File: config.mk
export PLATFORM = sky130hd
export DESIGN_NAME = diff_rx_flat
export DESIGN_NICKNAME = d
export VERILOG_FILES = /design/src/rtl/diff_pkg.sv /design/src/rtl/diff_rx_if.sv /design/src/rtl/diff_rx_line_sync.sv /design/src/rtl/diff_rx.sv /design/src/flat_wrapper.sv
export SDC_FILE = /design/constraint.sdc
export NUM_CORES = 1
export LEC_CHECK = 0
export BUFFER_PORTS_ARGS = -buffer_cell sky130_fd_sc_hd__clkbuf_2
export CAP_MARGIN = 25
export CORE_ASPECT_RATIO = 0.75
export CORE_MARGIN = 2
export CORE_UTILIZATION = 50
export DETAILED_ROUTE_END_ITERATION = 8
export GPL_TIMING_DRIVEN = 0
export HOLD_SLACK_MARGIN = 0.06
export PLACE_DENSITY = 0.65
export SYNTH_ARGS = -nofsm -noshare
export SYNTH_HDL_FRONTEND = slang
export SYNTH_SLANG_ARGS = --single-unit
File: constraint.sdc
create_clock -name clk_in -period 2.8 [get_ports clk_in]
set_clock_uncertainty 0.2 [all_clocks]
set_input_delay 0.28 -clock clk_in [delete_from_list [all_inputs] [get_ports clk_in]]
set_output_delay 0.28 -clock clk_in [all_outputs]
set_load 0.01 [all_outputs]
File: src/rtl/diff_pkg.sv
// Shared constants and typedefs for the pulse-width line transmitter and receiver.
package diff_pkg;

  localparam int unsigned WORD_W = 26;

  typedef enum logic [2:0] {
    IDLE,
    LEAD_LOW,
    HIGH,
    BIT_LOW,
    DRAIN
  } rx_state_t;

  typedef enum logic [1:0] {
    SYM_ZERO,
    SYM_SYNC,
    SYM_ONE
  } symbol_t;

endpackage

File: src/rtl/diff_rx_if.sv
// Line input and decoded-word outputs of the pulse-width receiver.
interface diff_rx_if;
  import diff_pkg::*;

  logic              data_in;
  logic [WORD_W-1:0] data_out;
  logic              valid_out;
  logic              error_out;

  modport master (output data_in, input data_out, input valid_out, input error_out);
  modport slave  (input data_in, output data_out, output valid_out, output error_out);

endinterface

File: src/rtl/diff_rx_line_sync.sv
// Two-flop synchronizer for an asynchronous single-bit input; reset level is selectable.
module line_sync #(
  parameter logic RST_VAL = 1'b1
) (
  input  logic clk_in,
  input  logic rst_n_in,
  input  logic d,
  output logic q
);

  logic meta;

  always_ff @(posedge clk_in or negedge rst_n_in) begin
    if (!rst_n_in) begin
      meta <= RST_VAL;
      q    <= RST_VAL;
    end else begin
      meta <= d;
      q    <= meta;
    end
  end

endmodule

File: src/rtl/diff_rx.sv
// Pulse-width line receiver: measures low pulses, classifies ZERO/SYNC/ONE,
// reassembles a framed word and reports a one-cycle valid or error strobe.
module diff_rx
  import diff_pkg::*;
#(
  parameter int unsigned DATA_PERIOD  = 20,
  parameter int unsigned ZERO_MAX     = 7,
  parameter int unsigned ONE_MIN      = 13,
  parameter int unsigned HIGH_TIMEOUT = 25
) (
  input logic       clk_in,
  input logic       rst_n_in,
  diff_rx_if.slave  bus
);

  localparam int unsigned CNT_W = $clog2(HIGH_TIMEOUT + 2);
  localparam int unsigned BIT_W = $clog2(WORD_W + 1);

  logic              line_s;
  logic              line_q;
  logic              fall;
  logic              rise;
  logic [CNT_W-1:0]  low_cnt;
  logic [CNT_W-1:0]  hi_cnt;
  logic [BIT_W-1:0]  bit_cnt;
  logic [WORD_W-1:0] shreg;
  symbol_t           sym;
  rx_state_t         state;
  logic              done_q;
  logic              err_q;

  line_sync #(.RST_VAL(1'b1)) u_line_sync (
    .clk_in   (clk_in),
    .rst_n_in (rst_n_in),
    .d        (bus.data_in),
    .q        (line_s)
  );

  assign fall = line_q & ~line_s;
  assign rise = ~line_q & line_s;

  // Edge register and pulse-width counters, both saturating.
  always_ff @(posedge clk_in or negedge rst_n_in) begin
    if (!rst_n_in) begin
      line_q  <= 1'b1;
      low_cnt <= '0;
      hi_cnt  <= '0;
    end else begin
      line_q <= line_s;
      if (fall)
        low_cnt <= CNT_W'(1);
      else if (!line_s && (low_cnt < CNT_W'(DATA_PERIOD + 1)))
        low_cnt <= low_cnt + CNT_W'(1);
      if (rise)
        hi_cnt <= CNT_W'(1);
      else if (line_s && (hi_cnt < CNT_W'(HIGH_TIMEOUT + 1)))
        hi_cnt <= hi_cnt + CNT_W'(1);
    end
  end

  always_comb begin
    sym = SYM_SYNC;
    if (low_cnt <= CNT_W'(ZERO_MAX))
      sym = SYM_ZERO;
    else if (low_cnt >= CNT_W'(ONE_MIN))
      sym = SYM_ONE;
  end

  // Frame FSM; done_q/err_q feed the output register one cycle later.
  always_ff @(posedge clk_in or negedge rst_n_in) begin
    if (!rst_n_in) begin
      state   <= IDLE;
      bit_cnt <= '0;
      shreg   <= '0;
      done_q  <= 1'b0;
      err_q   <= 1'b0;
    end else begin
      done_q <= 1'b0;
      err_q  <= 1'b0;
      unique case (state)
        IDLE: begin
          if (fall)
            state <= LEAD_LOW;
        end
        LEAD_LOW: begin
          if (low_cnt > CNT_W'(DATA_PERIOD)) begin
            err_q <= 1'b1;
            state <= DRAIN;
          end else if (rise) begin
            if (sym == SYM_SYNC) begin
              bit_cnt <= '0;
              state   <= HIGH;
            end else begin
              err_q <= 1'b1;
              state <= IDLE;
            end
          end
        end
        HIGH: begin
          // A falling edge coinciding with the timeout opens the next frame.
          if (hi_cnt > CNT_W'(HIGH_TIMEOUT)) begin
            err_q <= 1'b1;
            state <= fall ? LEAD_LOW : IDLE;
          end else if (fall) begin
            state <= BIT_LOW;
          end
        end
        BIT_LOW: begin
          if (low_cnt > CNT_W'(DATA_PERIOD)) begin
            err_q <= 1'b1;
            state <= DRAIN;
          end else if (rise) begin
            if (sym != SYM_SYNC) begin
              if (bit_cnt < BIT_W'(WORD_W)) begin
                shreg   <= {shreg[WORD_W-2:0], (sym == SYM_ONE)};
                bit_cnt <= bit_cnt + BIT_W'(1);
                state   <= HIGH;
              end else begin
                err_q <= 1'b1;
                state <= IDLE;
              end
            end else begin
              if (bit_cnt == BIT_W'(WORD_W))
                done_q <= 1'b1;
              else
                err_q <= 1'b1;
              state <= IDLE;
            end
          end
        end
        DRAIN: begin
          if (line_s)
            state <= IDLE;
        end
        default: state <= IDLE;
      endcase
    end
  end

  always_ff @(posedge clk_in or negedge rst_n_in) begin
    if (!rst_n_in) begin
      bus.data_out  <= '0;
      bus.valid_out <= 1'b0;
      bus.error_out <= 1'b0;
    end else begin
      bus.valid_out <= done_q;
      bus.error_out <= err_q;
      if (done_q)
        bus.data_out <= shreg;
    end
  end

endmodule

File: src/flat_wrapper.sv
// flat-port wrapper written by rule: the top's interface ports become plain ports
module diff_rx_flat import diff_pkg::*;
#(
  parameter int unsigned DATA_PERIOD  = 20,
  parameter int unsigned ZERO_MAX     = 7,
  parameter int unsigned ONE_MIN      = 13,
  parameter int unsigned HIGH_TIMEOUT = 25
)
  (clk_in, rst_n_in, bus_data_in, bus_data_out, bus_valid_out, bus_error_out);
  diff_rx_if bus_i ();
  input logic clk_in;
  input logic rst_n_in;
  input wire logic [$bits(bus_i.data_in)-1:0] bus_data_in;
  output wire logic [$bits(bus_i.data_out)-1:0] bus_data_out;
  output wire logic [$bits(bus_i.valid_out)-1:0] bus_valid_out;
  output wire logic [$bits(bus_i.error_out)-1:0] bus_error_out;
  assign bus_i.data_in = bus_data_in;
  assign bus_data_out = bus_i.data_out;
  assign bus_valid_out = bus_i.valid_out;
  assign bus_error_out = bus_i.error_out;
  diff_rx #(.DATA_PERIOD(DATA_PERIOD), .ZERO_MAX(ZERO_MAX), .ONE_MIN(ONE_MIN), .HIGH_TIMEOUT(HIGH_TIMEOUT)) u_core (.clk_in(clk_in), .rst_n_in(rst_n_in), .bus(bus_i));
endmodule
* Word level (Yosys, flattened, before mapping) *
Cells that the tools add are included.

word-level totals
  register bits = 77
  bits of input ports = 3
  output and inout port bits = 28
  word-level logic and storage cells = 100

operators by class
  add/sub/neg operators = 3
  magnitude comparators = 7
  eq/ne operators = 20
  mux-type cells = 42
  bitwise gates (word level) = 5
  reductions and logical operators = 10

operators by type and width
  kind                                                                               count
  5-bit two-way mux                                                                  11
  3-bit two-way mux                                                                  8
  5-bit by 1-bit adder with 5-bit output (second input constant)                     3
  5-bit < comparator (second input constant)                                         3
  1-bit two-way mux                                                                  15
  3-bit one-hot mux with 5 select lines                                              1
  2-bit by 1-bit != test with 1-bit output (second input constant)                   7
  5-bit greater-than comparator (second input constant)                              2
  2-bit two-way mux                                                                  5
  5-bit one-hot mux with 2 select lines                                              1
  5-bit AND reduction                                                                2
  3-bit by 1-bit != test with 1-bit output (second input constant)                   3
  8-bit AND reduction                                                                1
  3-bit by 2-bit == test with 1-bit output (second input constant)                   2
  2-bit != test (second input constant)                                              3
  2-bit nonzero test                                                                 3
  5-bit == test (second input constant)                                              1
  5-bit by 4-bit >= comparator with 1-bit output (second input constant)             1
  5-bit by 3-bit less-or-equal comparator with 1-bit output (second input constant)  1
  3-bit by 1-bit == test with 1-bit output (second input constant)                   1
  3-bit == test (second input constant)                                              1
  3-bit logical NOT                                                                  1
  1-bit inverter                                                                     3
  1-bit one-hot mux with 3 select lines                                              1
  other kinds (5)                                                                    7

* Longest topological paths before layout *
Gate-level depths: netlist of run 1.

  depth after elaboration = 8
  gate-level depth with buffers = 8
  gate-level depth less buffers = 7

* Hierarchy *
A second synthesis of run 1 with hierarchy kept.

second synthesis, totals
  cells, all modules = 237
  area, all modules = 3,300.7 um2

modules (own cells, without submodules)
  module     instances  cells an instance  area an instance (um2)  seq. area each (um2)
  diff_rx    1          235                3,248.1                 1,878.1
  line_sync  1          2                  52.6                    52.6

* Worst setup path after synthesis of run 1 *
Ideal clock, no wire load.

  path kind = register to register
  from = reg u_core.low_cnt[1]
  to = reg u_core.shreg[1]
  setup time = 0.125 ns
  data arrival time = 2.177 ns
  data required time = 2.475 ns
  setup slack = 0.298 ns
  stages on the path, launching flop included = 8
  buffers on the path = 1
  period minus slack after synthesis = 2.502 ns
  cells stage by stage = dfrtp_1 -> inv_1 -> ha_1 -> or3_4 -> a221oi_4 -> nand4b_4 -> buf_6 -> mux2_4

on the way
  word-level cells in the longest chain between the ends = 5
  elaborated cells on any way between the ends = 8
  classes of those cells = order compare (3); eq/ne (1); mux (2); bitwise (1); reduce/logical (1)

ends and longest elaborated chain
  element                                         line            RTL
  start, declared                                 diff_rx.sv:23   logic [CNT_W-1:0] low_cnt;
  start signal, assigned                          diff_rx.sv:53   low_cnt <= low_cnt + CNT_W'(1);
  5-bit by 4-bit >= comparator with 1-bit output  diff_rx.sv:65   else if (low_cnt >= CNT_W'(ONE_MIN))
  2-bit two-way mux                               diff_rx.sv:65
  2-bit two-way mux                               diff_rx.sv:63   if (low_cnt <= CNT_W'(ZERO_MAX))
  2-bit by 1-bit != test with 1-bit output        diff_rx.sv:113  if (sym != SYM_SYNC) begin
  5-bit AND reduction (no line) (*)               n/a
  end signal, assigned                            diff_rx.sv:115  shreg <= {shreg[WORD_W-2:0], (sym == SYM_ONE)};
  end, declared                                   diff_rx.sv:26   logic [WORD_W-1:0] shreg;

Mark *: on every way between the ends. The rest lies on a longest branch, timed or not.
A chain may end at the register's enable or synchronous reset.

* Worst setup path after layout of run 1 *
  from = reg u_core.low_cnt[1]
  to = reg u_core.shreg[3]

The elaborated chain is that of the path after synthesis.

==> out/metrics.yaml, run 1 <==
floorplanning:
  die_y_um: 75.63
  start_util_pct: 51.05
  pin_count: 31
  die_w_um: 99.51
  die_area_um2: 7526
  core-area_um2: 6701
  num_rows: 26
worst_setup_path:
  path_cells: "inv_1 -> ha_1 -> or3_4 -> a221oi_4 -> buf_4 -> nand4b_4 -> buf_6 -> mux2_4"
  crit_fanout: 10
  slowest_stage: "dfrtp_1"
  slowest_delay_ns: 0.46
  cpLargestDelayFamily: "simple AND/OR/NAND/NOR gates"
  start_kind: "flip-flop"
  crit_buf_inv: 3
  required_ns: 2.83
  critPathKind: "flip-flop to flip-flop"
  crit_path_end_kind: "flip-flop"
  worstPathArrival_ns: 2.64
global_routing:
  grt_pass1_vias: 1925
  grt_pass1_wl_mm: 9.535
  grt_start_max_net_pins: 43
  track_usage_pct: 16.65
  antenna_found_initial: 0
  grt_overflow_total: 0
timing:
  tightest_slew_ns: 0.6272
  fmax_mhz: 384.1
  period_share_pct: 92.97
  fin_setup_tns_ns: 0
  holdWs_ns: 0.1628
  rsz0062_at_grt: "false"
  finalHoldViolCount: 0
  post-route-min-period_ns: 2.603
  drv_slew: 0
  slew_headroom_pct: 57.91
  timing.final.setup_violations: 0
synth:
  yosys_register_bits: 77
  synth_fa_ha_area_share_pct: 2.560
  syn-cell-area_um2: 3421
  synth_top_family_by_area: "multiplexers"
  synthXorXnorAreaFrac_pct: 1.280
  synth.distinct_cells: 47
  synth-edff-count: 0
  synthesis.nets: 259
  yosys.area.top_type_share_pct: 54.13
  synth.yosys.seq_area_share_pct: 56.44
  postSynth.asyncResetShare_pct: 100.0
  synthMuxAreaShare_pct: 20.04
  synth_area_leaders: "dfrtp_1 (54%), mux2_4 (11%), mux2_2 (9.2%)"
  synth_flop_cell: "dfrtp_1"
  yosys.area_share.simple_pct: 9.766
  syn_avg_cell_area_um2: 13.74
  post-synth-top-area-cell: "dfrtp_1"
  synth_compound_area_share_pct: 7.096
  yosys_warnings: 0
  syn_inst: 249
clocking:
  cts_buffers: 9
  clkTransAtPathRegs_ns: 0.08
  cts_resized: 0
  cts.sinks: 77
  clockRootBuffer: "clkbuf_8"
  clockBufferDepth: 2
  clock_latency_ns: 0.34
  cts_tree: "built"
  htreeDepth: 3
placed_design:
  gp_congestion: 0.8210
  place_hpwl_mm: 3.774
  port_buffers: 30
  placed_cell_area_um2: 3699
flow_run:
  max_cap_viol_count: 0
finish:
  drive_gt1_share_pct: 37.54
  antenna_cells: 0
  nets: 307
  final_area_um2: 3985
  synthToLayoutAreaGrowth_pct: 16.50
  final_cell_mix: "dfrtp_1 (74), clkbuf_2 (29), mux2_2 (28)"
  final_common_cell: "dfrtp_1"
power_and_ir_drop:
  leakage_nw: 2.019
  power_per_cell_area_nw_per_um2: 687.4
  vdd_drop_max_uv: 463.9
status:
  status: "completed"
route:
  routed_via_density: 5.377
  drc_errors: 0
  drt-total-wl_mm: 5.764
  antenna_left: 0
  routedWlPerCell_um: 14.97
  dr_total_vias: 2070
  drtIter0Drc: 90
  drt_first_pass_iters: 5
min_path:
  hp-class: "flip-flop to flip-flop"
per-layer routing:
metal	GRT usage [%]	vias to the layer above	wire [µm]
met5	0	-	0
met4	4.566	0	45
met1	25.01	1028	3038
met3	6.239	6	292
met2	22.60	44	2387
li1	-	992	-
where the power goes:
part	switching [W]	total, W	internal [W]
clock	0.000401	0.000990	0.000589
combinational	0.000244	0.000465	0.000222
sequential	0.0000976	0.00128	0.00119
cells by family (layout without fill, tap and decap cells):
logic type                 Yosys count  after routing
xor gates and xnor gates             5              5
buffers and inverters               15             67
AOI/OAI and AO/OA                   33             33
DFF                                 77             77
adders and majority gates            7              7
and+or+nand+nor                     59             59
muxes                               53             53
cells in the mapped netlist (4+ instances only):
library cell   n
o211ai_1       4
inv_1          7
o21a_1         4
mux2_2        28
ha_1           7
a21oi_1        4
nand2_1       12
mux2_4        24
dfrtp_1       74
nand3_1        9
nor2_1        10
nor2b_1        5
o21ai_0        6
nand2b_1       5
clkbuf_1       4
worst reg2reg max path, delay by kind of cell (launching register included):
kind            cells  cell delay (ns)
mux                 1             0.31
simple gates        2             0.59
flops               1             0.46
fa+ha+maj           1             0.19
buf+inv             3             0.49
compound gates      1             0.27
area by class of cell:
type	instances	area, µm²
Timing Repair Buffer	37	222.7
Multi-Input combinational cell	157	1394
Clock buffer	9	123.9
Fill cell	539	2716
Inverter	7	26.28
Clock inverter	6	112.6
Tap cell	84	105.1
Sequential cell	77	1931
Buffer	8	70.07
metrics by stage:
step	power (W)	instances	utilization [%]	setup WS, ns
floorplan	0.001612	249	-	0.2977
global placement	0.001710	363	54.85	0.09286
detailed placement	0.001728	364	55.19	0.06254
CTS	0.002733	381	59.02	0.03094
global route	0.002891	385	59.47	0.07799
finish	0.002739	385	59.47	0.1968
sequential cells by signal, summed over array words and instances, names as in the netlist:
name                     count
u_core.u_line_sync.meta      1
u_core.line_q                1
u_core.bus.error_out         1
u_core.state                 3
u_core.bus.valid_out         1
u_core.bit_cnt               5
u_core.shreg                26
u_core.u_line_sync.q         1
u_core.err_q                 1
u_core.done_q                1
u_core.low_cnt               5
u_core.hi_cnt                5
u_core.bus.data_out         26
path summary, 6_finish.rpt:
check,from,end,slack [ns],cells after the start
max reg2reg,u_core.low_cnt[1],u_core.shreg[3],0.20,8
max,u_core.low_cnt[1],u_core.shreg[3],0.20,8
min reg2reg,u_core.err_q,u_core.bus.error_out,0.16,0
max in group asynchronous,rst_n_in,u_core.bus.data_out[25],1.53,3
min,u_core.err_q,u_core.bus.error_out,0.16,0
min in group asynchronous,rst_n_in,u_core.hi_cnt[0],0.27,2
repair_timing:
action / CTS / global route
buffers inserted: 0 / 4
hold buffers: 2 / 0
endpoints found under the setup margin: 0 / 24
hold endpoints to repair: 33 / 0
Note: power is estimated with default switching activity, not from simulation.
==> inputs of run 2 (changes only) <==
- BUFFER_PORTS_ARGS: -buffer_cell sky130_fd_sc_hd__clkbuf_2 -> -buffer_cell sky130_fd_sc_hd__buf_2
==> run 2 against run 1 <==
  * Via count decreased by 2.8%
  * Worst hold slack improved by 0.0023 ns
  * Combinational power decreased by 1%
  * Final cell count increased by 0.26%
  * Non-clock buffer count unchanged
  * Sequential share of layout area increased by 0.17 points
  * Clock-buffer cell count increased by 1
  * Sequential power about the same
  * Die area unchanged
  * Utilization decreased by 0.21 points
  * Global-route usage decreased by 0.46 points
  * Critical path type unchanged
  * Critical endpoint is now u_core.bit_cnt[3]
  * Largest cell class unchanged
==> out/metrics.yaml, run 2 (same netlist as run 1, synthesis figures left out) <==
finish:
  final_area_um2: 3971
  multiInputGateArea_um2: 1394
  antenna_cells: 0
  drive_gt1_share_pct: 37.42
  final_common_cell: "dfrtp_1"
  nets: 307
  reg.largest.list: "u_core.bus.data_out (26), u_core.shreg (26)"
  n_fill_cell: 547
  synthToLayoutAreaGrowth_pct: 16.09
  seq_area_um2: 1931
  final_cell_mix: "dfrtp_1 (74), buf_2 (29), mux2_2 (28)"
route:
  drc_errors: 0
  dr_total_vias: 2012
  antenna_left: 0
  drtIter0Drc: 103
  drt-total-wl_mm: 5.501
  routedWlPerCell_um: 14.25
  drt_first_pass_iters: 4
  routed_via_density: 5.212
power_and_ir_drop:
  vdd_drop_max_uv: 324.5
  p_total_w: 0.002649
  leakage_nw: 2.040
  power_per_cell_area_nw_per_um2: 667.2
worst_setup_path:
  slowest_delay_ns: 0.46
  rr_startpoint: "u_core.low_cnt[1]"
  crit_buf_inv: 2
  start_kind: "flip-flop"
  slowest_stage: "dfrtp_1"
  cp.depth: 8
  path_cells: "inv_1 -> ha_1 -> or3_4 -> a221oi_4 -> buf_4 -> nand4b_1 -> o211ai_1 -> o41ai_1"
  critPathKind: "flip-flop to flip-flop"
  r2r.worst_path.cells: 8
  crit_path_start: "u_core.low_cnt[1]"
  crit_path_end_kind: "flip-flop"
  worstPathArrival_ns: 2.51
  required_ns: 2.82
  reg2reg_slack_ns: 0.31
  cpLargestDelayFamily: "simple AND/OR/NAND/NOR gates"
  r2r_end: "u_core.bit_cnt[3]"
  setup.worst_path.end: "u_core.bit_cnt[3]"
  crit_fanout: 7
timing:
  tightest_slew_ns: 0.5644
  timing.final.setup_violations: 0
  slew_headroom_pct: 62.12
  post-route-min-period_ns: 2.488
  rsz0062_at_grt: "false"
  finalHoldViolCount: 0
  fmax_mhz: 402.0
  fin_setup_tns_ns: 0
  drv_slew: 0
  period_share_pct: 88.85
min_path:
  hp-class: "flip-flop to flip-flop"
placed_design:
  gp_congestion: 0.8282
  place_hpwl_mm: 3.657
  port_buffers: 30
  placed_cell_area_um2: 3706
clocking:
  cts.sinks: 77
  clockRootBuffer: "clkbuf_8"
  clockBufferDepth: 2
  cts_tree: "built"
  clkTransAtPathRegs_ns: 0.08
  htreeDepth: 3
  cts_buffers: 9
  clock_latency_ns: 0.34
flow_run:
  max_cap_viol_count: 0
floorplanning:
  start_util_pct: 51.05
  die_y_um: 75.63
  num_rows: 26
  die_w_um: 99.51
  die_area_um2: 7526
  pin_count: 31
  core-area_um2: 6701
global_routing:
  grt_overflow_total: 0
  grt_pass1_vias: 1924
  grt_start_max_net_pins: 49
  track_usage_pct: 16.18
  antenna_found_initial: 0
  grt_pass1_wl_mm: 9.384
status:
  status: "completed"
## run 2: changes by cell type in the layout (fill, tap and decap cells not counted)
| cell | delta |
|---|---|
| buf_12 | -1 |
| clkbuf_2 | -29 |
| bufinv_16 | -1 |
| buf_16 | +1 |
| buf_2 | +29 |
| clkinv_2 | +1 |
| buf_4 | +1 |
| clkbuf_4 | -1 |
| clkbuf_1 | +1 |
## run 2: worst min path at each step
stage	end	startpoint	cells after the start
global placement	u_core.bus.error_out	u_core.err_q	0
CTS	u_core.bus.error_out	u_core.err_q	0
finish	u_core.bus.error_out	u_core.err_q	0
floorplan	u_core.bit_cnt[0]	rst_n_in	0
detailed placement	u_core.bus.error_out	rst_n_in	1
global route	u_core.bus.error_out	u_core.err_q	0
## run 2: report_power, final
| part | total [W] | internal [W] | switching (W) | leakage (nW) |
|---|---|---|---|---|
| Clock | 0.000907 | 0.000502 | 0.000405 | 0.110 |
| Sequential | 0.00128 | 0.00119 | 0.0000961 | 1.04 |
| Combinational | 0.000459 | 0.000222 | 0.000237 | 0.888 |
## run 2: routing by layer
metal | vias up | part of all wire (%) | global-route usage (%)
met5 | - | 0 | 0
met4 | 0 | 1.5 | 6.088
met3 | 9 | 3.4 | 5.046
met2 | 37 | 40 | 21.32
met1 | 973 | 55 | 24.84
li1 | 993 | - | -
## run 2: cell type report
type / instances / area share [%]
multi-input cells: 157 / 35.10
well taps: 84 / 2.647
inverters: 7 / 0.6616
flip-flops and latches: 77 / 48.61
clock inverters: 6 / 2.205
clock buffers: 10 / 3.214
plain buffers: 8 / 1.764
repair buffers: 37 / 5.797
## run 2: through the flow
step	std cells	utilization (%)	setup WS, ns	hold slack, ns
4_1_cts	382	58.81	0.05621	0.1583
2_1_floorplan	249	-	0.2977	-0.2156
3_3_place_gp	363	54.85	0.08869	0.1321
6_report	386	59.26	0.3122	0.1651
5_1_grt	386	59.26	0.2076	0.1714
3_5_place_dp	364	55.30	0.08159	0.03773
## run 2: repair_timing
item,in CTS,in global routing
hold buffers,2,0
setup endpoints to repair,0,24
endpoints found under the hold margin,75,0
gates resized for setup,0,0
buffers inserted,0,4
